File: config.mk
export PLATFORM = sky130hd
export DESIGN_NAME = id_stage
export DESIGN_NICKNAME = d
export VERILOG_FILES = /design/src/rtl/id_stage_pkg.sv /design/src/rtl/id_imm_gen.sv /design/src/rtl/id_stage.sv
export SDC_FILE = /design/constraint.sdc
export NUM_CORES = 1
export LEC_CHECK = 0
export CORE_ASPECT_RATIO = 0.6
export CORE_UTILIZATION = 30
export DETAILED_ROUTE_END_ITERATION = 10
export GPL_TIMING_DRIVEN = 0
export PLACE_DENSITY = 0.66
export SLEW_MARGIN = 20
export SYNTH_ARGS = -nofsm -noshare
export SYNTH_HDL_FRONTEND = slang
export SYNTH_SLANG_ARGS = --single-unit
export TNS_END_PERCENT = 20
File: constraint.sdc
create_clock -name clk -period 4 [get_ports clk]
set_clock_uncertainty 0.1 [all_clocks]
set_input_delay 0.4 -clock clk [delete_from_list [all_inputs] [get_ports clk]]
set_output_delay 0.4 -clock clk [all_outputs]
set_load 0.02 [all_outputs]
File: src/rtl/id_stage_pkg.sv
// Shared definitions for the decode stage: RV32I opcodes, format codes and
// the layout of the {pc, inst} fetch bus.
package id_stage_pkg;

  localparam int PC_W_DEF   = 32;
  localparam int INST_W_DEF = 32;

  // Field offsets inside the {pc, inst} bus (inst occupies the low bits)
  localparam int BUS_INST_LSB = 0;
  localparam int BUS_PC_LSB   = INST_W_DEF;

  // RV32I major opcodes
  localparam logic [6:0] OP     = 7'b0110011;
  localparam logic [6:0] OP_IMM = 7'b0010011;
  localparam logic [6:0] LOAD   = 7'b0000011;
  localparam logic [6:0] JALR   = 7'b1100111;
  localparam logic [6:0] SYSTEM = 7'b1110011;
  localparam logic [6:0] STORE  = 7'b0100011;
  localparam logic [6:0] BRANCH = 7'b1100011;
  localparam logic [6:0] LUI    = 7'b0110111;
  localparam logic [6:0] AUIPC  = 7'b0010111;
  localparam logic [6:0] JAL    = 7'b1101111;

  typedef enum logic [2:0] {
    FMT_R    = 3'd0,
    FMT_I    = 3'd1,
    FMT_S    = 3'd2,
    FMT_B    = 3'd3,
    FMT_U    = 3'd4,
    FMT_J    = 3'd5,
    FMT_NONE = 3'd7
  } fmt_e;

endpackage

File: src/rtl/id_imm_gen.sv
// Combinational RV32I format classifier and immediate generator.
module id_imm_gen
  import id_stage_pkg::*;
(
  input  logic [31:0] inst,
  output logic [2:0]  fmt,
  output logic [31:0] imm,
  output logic        illegal
);

  fmt_e fmt_sel;

  // Classify the opcode and assemble the sign-extended immediate for it
  always_comb begin
    fmt_sel = FMT_NONE;
    imm     = 32'h0;
    illegal = 1'b0;
    case (inst[6:0])
      OP: begin
        fmt_sel = FMT_R;
      end
      OP_IMM, LOAD, JALR, SYSTEM: begin
        fmt_sel = FMT_I;
        imm     = {{20{inst[31]}}, inst[31:20]};
      end
      STORE: begin
        fmt_sel = FMT_S;
        imm     = {{20{inst[31]}}, inst[31:25], inst[11:7]};
      end
      BRANCH: begin
        fmt_sel = FMT_B;
        imm     = {{19{inst[31]}}, inst[31], inst[7], inst[30:25], inst[11:8], 1'b0};
      end
      LUI, AUIPC: begin
        fmt_sel = FMT_U;
        imm     = {inst[31:12], 12'h0};
      end
      JAL: begin
        fmt_sel = FMT_J;
        imm     = {{11{inst[31]}}, inst[31], inst[19:12], inst[20], inst[30:21], 1'b0};
      end
      default: begin
        illegal = 1'b1;
      end
    endcase
    // Compressed-space encodings are not RV32I; every valid opcode ends in 11
    if (inst[1:0] != 2'b11) begin
      fmt_sel = FMT_NONE;
      imm     = 32'h0;
      illegal = 1'b1;
    end
  end

  assign fmt = fmt_sel;

endmodule

File: src/rtl/id_stage.sv
// Decode stage: 2-entry skid buffer on the fetch handshake, head entry
// decoded combinationally and offered to EXE on a second handshake.
module id_stage
  import id_stage_pkg::*;
#(
  parameter int PC_W   = PC_W_DEF,
  parameter int INST_W = INST_W_DEF
) (
  input  logic                   clk,
  input  logic                   reset,
  input  logic                   in_valid,
  output logic                   in_ready,
  input  logic [PC_W+INST_W-1:0] in_bus,
  input  logic                   flush,
  output logic                   out_valid,
  input  logic                   out_ready,
  output logic [PC_W-1:0]        out_pc,
  output logic [INST_W-1:0]      out_inst,
  output logic [6:0]             out_opcode,
  output logic [4:0]             out_rd,
  output logic [4:0]             out_rs1,
  output logic [4:0]             out_rs2,
  output logic [2:0]             out_funct3,
  output logic [6:0]             out_funct7,
  output logic [2:0]             out_fmt,
  output logic [31:0]            out_imm,
  output logic                   out_illegal
);

  localparam int BUS_W = PC_W + INST_W;

  logic [BUS_W-1:0] mem_q [2];
  logic [BUS_W-1:0] mem_d [2];
  logic             head_q, head_d;
  logic             tail_q, tail_d;
  logic [1:0]       count_q, count_d;
  logic             in_fire, out_fire;
  logic [BUS_W-1:0] head_entry;

  // Handshake status comes only from registered occupancy
  assign in_ready  = (count_q != 2'd2);
  assign out_valid = (count_q != 2'd0);
  assign in_fire   = in_valid & in_ready;
  assign out_fire  = out_valid & out_ready;

  // Next-state for pointers, occupancy and entry storage; flush wins over both fires
  always_comb begin
    head_d  = head_q;
    tail_d  = tail_q;
    count_d = count_q;
    for (int i = 0; i < 2; i++) begin
      mem_d[i] = mem_q[i];
    end
    if (flush) begin
      head_d  = 1'b0;
      tail_d  = 1'b0;
      count_d = 2'd0;
    end else begin
      if (in_fire) begin
        mem_d[tail_q] = in_bus;
        tail_d        = ~tail_q;
      end
      if (out_fire) begin
        head_d = ~head_q;
      end
      if (in_fire && !out_fire) begin
        count_d = count_q + 2'd1;
      end else if (!in_fire && out_fire) begin
        count_d = count_q - 2'd1;
      end
    end
  end

  // State registers; reset clears the entries so an empty stage decodes 0x0
  always_ff @(posedge clk) begin
    if (reset) begin
      head_q  <= 1'b0;
      tail_q  <= 1'b0;
      count_q <= 2'd0;
      for (int i = 0; i < 2; i++) begin
        mem_q[i] <= '0;
      end
    end else begin
      head_q  <= head_d;
      tail_q  <= tail_d;
      count_q <= count_d;
      for (int i = 0; i < 2; i++) begin
        mem_q[i] <= mem_d[i];
      end
    end
  end

  assign head_entry = mem_q[head_q];
  assign out_pc     = head_entry[BUS_W-1:INST_W];
  assign out_inst   = head_entry[INST_W-1:0];
  assign out_opcode = out_inst[6:0];
  assign out_rd     = out_inst[11:7];
  assign out_funct3 = out_inst[14:12];
  assign out_rs1    = out_inst[19:15];
  assign out_rs2    = out_inst[24:20];
  assign out_funct7 = out_inst[31:25];

  id_imm_gen u_imm_gen (
    .inst    (out_inst[31:0]),
    .fmt     (out_fmt),
    .imm     (out_imm),
    .illegal (out_illegal)
  );

endmodule

# == Yosys cells after proc, flatten, opt, wreduce, memory -nomap -nowiden ==
# Memories as Yosys holds them, arrays and structs flattened. A register that Yosys moved wholly into a read port is not among the register bits.
# Index checks and enable logic that the tools add are counted.
# word_totals
reg_bits,4
mem_bits_rw,128
inputBits,69
output_inout_bits,134
wordCells,58
mem_count,1
# mem_list
name,depth,word_bits,rd,rd_clocked_by_memory_dff,wr,line_no,source
mem_q,2,64,3,1,2,id_stage.sv:32,logic [BUS_W-1:0] mem_q [2];
# classes
addsub,2
magnitude_cmp,2
eq_ne,12
mux,20
n_bitwise,7
reduce_logical,11
# ops
op,count
two-way mux 128 bit,2
two-way mux 64 bit,3
one-hot mux 32 bit (5 select lines),1
bitwise mux 128 bit,1
demux 64 bit (select 1 bit),1
two-way mux 32 bit,1
"equality test 7 bit, second input constant",4
"equality test 7 x 6 -> 1 bit, second input constant",3
one-hot mux 3 bit (6 select lines),1
"equality test 7 x 5 -> 1 bit, second input constant",2
OR reduction 10 bit,1
"equality test 7 x 2 -> 1 bit, second input constant",1
two-way mux 1 bit,7
two-way mux 2 bit,2
"inequality test 2 bit, second input constant",2
nonzero test 2 bit,2
OR reduction 2 bit,2
OR reduction 4 bit,1
logical AND 1 bit,3
two-way mux 3 bit,1
"adder 2 x 1 -> 2 bit, second input constant",1
AND 1 bit,2
">= comparator 2 bit, second input constant",1
zero test 1 bit,2
5 further kinds,7

# == Longest topological paths before layout ==
# Gate-level depths: netlist (run 1).
# logic_depth
ltp_word,9
depth_mapped,8
mapped_depth_nobuf,8

# == Cells and area by module ==
# Synthesis (run 1) repeated with hierarchy kept, for this count alone.
# unflattened
hier_cells,715
hier_area_um2,7149.4
# by_module_without_submodules
module,n_inst,cells_each,area_each_um2,seq_area_each_um2
id_stage,1,617,6470.0,2662.6
id_imm_gen,1,98,679.4,0.0

# == Worst setup path after synthesis (run 1) ==
# No wires, ideal clock.
# synth_timing
path_kind,reg2out
startpoint,register with a tool-made name
endpoint,output out_imm[23]
arrival_ns,1.707
required_ns,3.500
path_slack_ns,1.793
stages_incl_launch_ff,7
path_buffers,3
path_cell_list,dfxtp_1 > buf_6 > buf_6 > o31a_1 > a21o_1 > buf_2 > o21ai_0
# synth_rtl
element,line_no,source
"end, declared",id_stage.sv:26,"output logic [31:0] out_imm,"

==> results of run 1 <==
cell type report:
type | instances | area [sq um] | area share, %
timing repair buffer | 200 | 2000 | 21.3
multi-input combinational | 563 | 3090 | 32.9
clock buffer | 18 | 439 | 4.68
tap | 273 | 342 | 3.64
inverter | 25 | 93.8 | 1.00
sequential | 133 | 2660 | 28.4
buffer | 87 | 526 | 5.60
clock inverter | 13 | 230 | 2.45
per-stage QoR:
step | area, sq um | worst slack [ns] | std cells | util [%]
2_1_floorplan | 6370 | 1.79 | 808 | -
3_3_place_gp | 8710 | 0.897 | 1281 | 42.7
3_5_place_dp | 8710 | 0.922 | 1281 | 42.7
4_1_cts | 9380 | 0.451 | 1312 | 45.9
5_1_grt | 9380 | 0.324 | 1312 | 45.9
6_report | 9380 | 0.527 | 1312 | 45.9
Yosys cell counts, drive strengths merged (2+ instances only):
cell,number
nand2,271
a21oi,133
dfxtp,133
buf,66
mux2,41
o21ai,29
inv,25
mux2i,23
clkbuf,21
nor2,14
nor3,8
nand3,6
nand4b,4
xor2,4
nand2b,3
nand3b,3
and3b,2
nand4,2
nor3b,2
or3,2
layer usage:
layer  global-route usage, %  share of wire (%)
met5                       0                  0
met4                    3.82               0.51
met3                    4.67                6.3
met2                    28.2                 42
met1                    28.8                 51
registers in the layout, summed over array words and instances (netlist names), named ones only:
name / cells
tail_q: 1
count_q: 2
head_q: 1
mem_q: 128
report_power, final:
part,switching [uW],internal (uW)
clock,618,1180
sequential,28.7,1370
combinational,299,261
worst paths after layout:
path | start | slack, ns | cells after the start | to
worst max-delay path | flop | 0.53 | 8 | out_rs1[2]
worst min-delay path | flush | 0.19 | 2 | count_q[1]$_SDFFE_PP0P_
worst max register to register | count_q[0]$_SDFFE_PP0P_ | 2.06 | 6 | mem_q[0][5]$_SDFFE_PP0P_
worst min register to register | mem_q[1][54]$_SDFFE_PP0P_ | 0.35 | 2 | mem_q[1][54]$_SDFFE_PP0P_
worst max-delay path: stages, from the launching register on:
cell and delay, ns:
dfxtp_1 0.34, buf_6 0.12, buf_4 0.21, buf_2 0.34
buf_2 0.44, mux2i_1 0.34, inv_1 0.09, buf_4 0.14
clkdlybuf4s50_1 0.52
cells by family after synthesis:
kind of cell    count (synthesis)  share of synthesized area [%]
compound gates                173                           15.3
simple gates                  320                           21.0
flops                         133                           41.8
xor+xnor                        5                          0.688
buf+inv                       112                           9.73
mux                            64                           11.3
fa+ha+maj                       1                          0.196
==> flow_metrics.tcl, run 1 <==
set metrics [dict create \
    synthToLayoutAreaGrowth_pct 47.3 \
    end_kind "primary output" \
    cellLeakagePower_uw 0.00353 \
    powerDensity_nw_per_um2 401 \
    dieArea_sq_um 21800 \
    hold_ws_ns 0.186 \
    cts_tree "done" \
    ys_seq_elements 133 \
    h-tree-depth 4 \
    rows 40 \
    hpwlAfterDp_microns 15600 \
    synth-warning-count 0 \
    final_common_cell "nand2_1" \
    synth.avg_cell_area_sq_um 7.88 \
    yosysTopAreaCellShare_pct 41.8 \
    core_sq_um 20400 \
    clk_pin_slew_ns 0.06 \
    ctsRootBufferMaster "clkbuf_16" \
    critPathLaunchType "flop" \
    cp_data_arrival_time_ns 2.97 \
    slew_violations 0 \
    gp_congestion 0.858 \
    yosysTopAreaCell "dfxtp_1" \
    drt_iter0_markers 319 \
    most-common-layout-cells "nand2_1 (270), clkdlybuf4s50_1 (200), dfxtp_1 (133)" \
    drive_above_1_share_pct 15.7 \
    fin_crit_sh_pct 86.8 \
    clk_latency_ns 0.42 \
    route.detailed.drc 0 \
    die-width_microns 190 \
    syn_area_sq_um 6370 \
    synth_edf_count 0 \
    drt_wl_total_microns 21400 \
    worstSetupPathType "reg -> out" \
    ios 203 \
    timing.fmax_ghz 0.288 \
    post-route-min-period_ns 3.47 \
    start_util_pct 31.2 \
    antenna_found_initial 0 \
    synth.distinct_cells 48 \
    nFillCells 2033 \
    hold_viol 0 \
    finalSetupTns_ns 0 \
    grt_pass1_vias 5747 \
    synth_area_leaders "dfxtp_1 (42%), nand2_1 (16%), a21oi_1 (10%)" \
    ys.flop_type "dfxtp_1" \
    synthesis.nets 878 \
    status "finished clean" \
    rsz0062_at_grt "no" \
    postCtsHoldBufs 0 \
    wl_per_cell_microns 16.3 \
    ant_nets 0 \
    io_buffers 200 \
    nets 1097 \
    viasPerCell 4.71 \
    cts_made_buffers 17 \
    post_cts_buffers 0 \
    cts_num_sinks 133 \
    grt.overflow.total 0 \
    ir_drop_mv 0.263 \
    max-clock-path-buffers 2 \
    worst_pin_slew_ns 0.732 \
    cts_resized 0 \
    diodes 0 \
    grt_max_degree 17 \
    total_power_uw 3760 \
    slew_headroom_pct 50.8 \
    grt_use_total_pct 19.4 \
    critical_path.max_fanout 10 \
    synthCells 808 \
    grt_first_pass_wirelength_microns 32300 \
    final-setup-viol-count 0 \
    die_y_microns 115 \
    first_pass_iters 7 \
    hold_path_class "in -> reg" \
    async_reset_ff_share_pct 0 \
    cp.required_ns 3.50 \
    vias 6174 \
    seq_area_frac_synth_pct 41.8 \
    drv_cap 0 \
]
No activity file was read; power rests on OpenSTA's default activity.
==> run 2: changes to the inputs <==
Settings changed: CORE_UTILIZATION 30 to 50, MAX_ROUTING_LAYER from default to met4, PLACE_DENSITY 0.66 to 0.95.
==> run 2 against run 1 <==
Net effect: clock power shrank 14%; design area shrank 2.4%; critical path depth is the same; non-clock buffer count is the same; final cell count shrank 8.2%; first-iteration DRC count grew 72%; power shrank 6.9%; sequential cell count is the same; sequential share of layout area grew 0.71 points; via count grew 6.0%; sequential power is essentially flat; critical path type unchanged; largest cell class unchanged; largest power group unchanged.
==> flow_metrics.tcl, run 2 (synthesis results as in run 1) <==
set metrics [dict create \
    status "finished clean" \
    fin_area_sq_um 9150 \
    slew_violations 0 \
    route.detailed.drc 0 \
    worst_pin_slew_ns 0.644 \
    finalWorstSetupSlack_ns 0.535 \
    antenna_found_initial 0 \
    grt.overflow.total 0 \
    cts_tree "done" \
    gp_congestion 0.934 \
    end_kind "primary output" \
    post_cts_buffers 0 \
    largest-register "mem_q" \
    synthToLayoutAreaGrowth_pct 43.7 \
    vias 6543 \
    rows 31 \
    h-tree-depth 4 \
    nets 1097 \
    drt_iter0_markers 550 \
    cellLeakagePower_uw 0.00350 \
    max-clock-path-buffers 2 \
    first_pass_iters 5 \
    timing.fmax_ghz 0.289 \
    fin_crit_sh_pct 86.6 \
    finalSetupTns_ns 0 \
    hpwlAfterDp_microns 14800 \
    layout.cells.non_filler 1204 \
    post-route-min-period_ns 3.47 \
    grt_first_pass_wirelength_microns 31800 \
    critical_path.max_fanout 10 \
    powerDensity_nw_per_um2 383 \
    drive_above_1_share_pct 15.7 \
    cts_made_buffers 17 \
    dieArea_sq_um 13200 \
    wl_per_cell_microns 17.1 \
    postCtsHoldBufs 0 \
    final_common_cell "nand2_1" \
    cts_num_sinks 133 \
    top_regs "mem_q: 128 flops, count_q: 2 flops" \
    slew_headroom_pct 55.9 \
    core_sq_um 12200 \
    hold_path_class "in -> reg" \
    clk_latency_ns 0.41 \
    largest_register_ff_count 128 \
    ctsRootBufferMaster "clkbuf_16" \
    cts_resized 0 \
    whs_path_depth 2 \
    die_y_microns 89.4 \
    ir_drop_mv 0.301 \
    hold_viol 0 \
    ios 203 \
    grt_pass1_vias 6234 \
    final-setup-viol-count 0 \
    reg2regPathDepth 7 \
    viasPerCell 5.43 \
    clk_pin_slew_ns 0.06 \
    die-width_microns 148 \
    rsz0062_at_grt "no" \
    diodes 0 \
    cp_data_arrival_time_ns 2.97 \
    post_dp_cell_area_sq_um 8580 \
    preCtsSetupSlack_ns 0.952 \
    dp_cells 1173 \
    most-common-layout-cells "nand2_1 (270), clkdlybuf4s50_1 (200), dfxtp_1 (133)" \
    critPathLaunchType "flop" \
    ant_nets 0 \
    worstSetupPathType "reg -> out" \
    grt_max_degree 17 \
    start_util_pct 52.1 \
    drt_wl_total_microns 20600 \
    drv_cap 0 \
    io_buffers 200 \
    utilization_pct 74.9 \
    cp.required_ns 3.50 \
    grt_use_total_pct 32.2 \
]
## run 2: cell count changes in the layout (fill, tap and decap cells not counted)
cell / before / now
clkinvlp_4: 3 / 2
bufinv_16: 6 / 2
inv_6: 0 / 5
clkbuf_8: 1 / 0
clkinv_2: 2 / 3
## run 2: where the power goes
part / leakage, uW / switching [uW] / internal [uW] / total (uW)
combinational: 0.00214 / 303 / 261 / 564
sequential: 0.00108 / 30.4 / 1370 / 1400
clock: 0.000281 / 614 / 922 / 1540
## run 2: worst max-delay path: stages, from the launching register on
cell and delay [ns]:
dfxtp_1 0.33, buf_6 0.12, buf_4 0.19, buf_2 0.34
buf_2 0.42, mux2i_1 0.36, inv_1 0.11, buf_4 0.15
clkdlybuf4s50_1 0.52
## run 2: metal layers
layer | global-route usage (%) | up-vias | part of all wire, %
met5 | - | - | 0
met4 | 10.8 | 0 | 1.5
met3 | 7.04 | 36 | 9.3
met2 | 50.5 | 325 | 47
met1 | 41.4 | 3110 | 43
li1 | - | 3072 | -
## run 2: cell type report
cell class,count,area [sq um]
timing repair buffer,200,2000
sequential,133,2660
clock inverter,14,151
fill,891,3070
tap,165,206
clock buffer,17,425
inverter,25,93.8
buffer,87,526
multi-input combinational,563,3090
## run 2: through the flow
stage          power (uW)  hold WS, ns
2_1_floorplan        1730        0.333
3_3_place_gp         1970        0.338
3_5_place_dp         1990        0.345
4_1_cts              3500        0.195
5_1_grt              3610        0.206
6_report             3500        0.199
## run 2: path summary, 6_finish.rpt
check | from | to | slack (ns)
worst max-delay path | flop | out_rs1[3] | 0.53
worst min register to register | mem_q[1][11]$_SDFFE_PP0P_ | mem_q[1][11]$_SDFFE_PP0P_ | 0.35
worst max register to register | count_q[0]$_SDFFE_PP0P_ | mem_q[1][34]$_SDFFE_PP0P_ | 2.08
worst min-delay path | flush | count_q[0]$_SDFFE_PP0P_ | 0.20
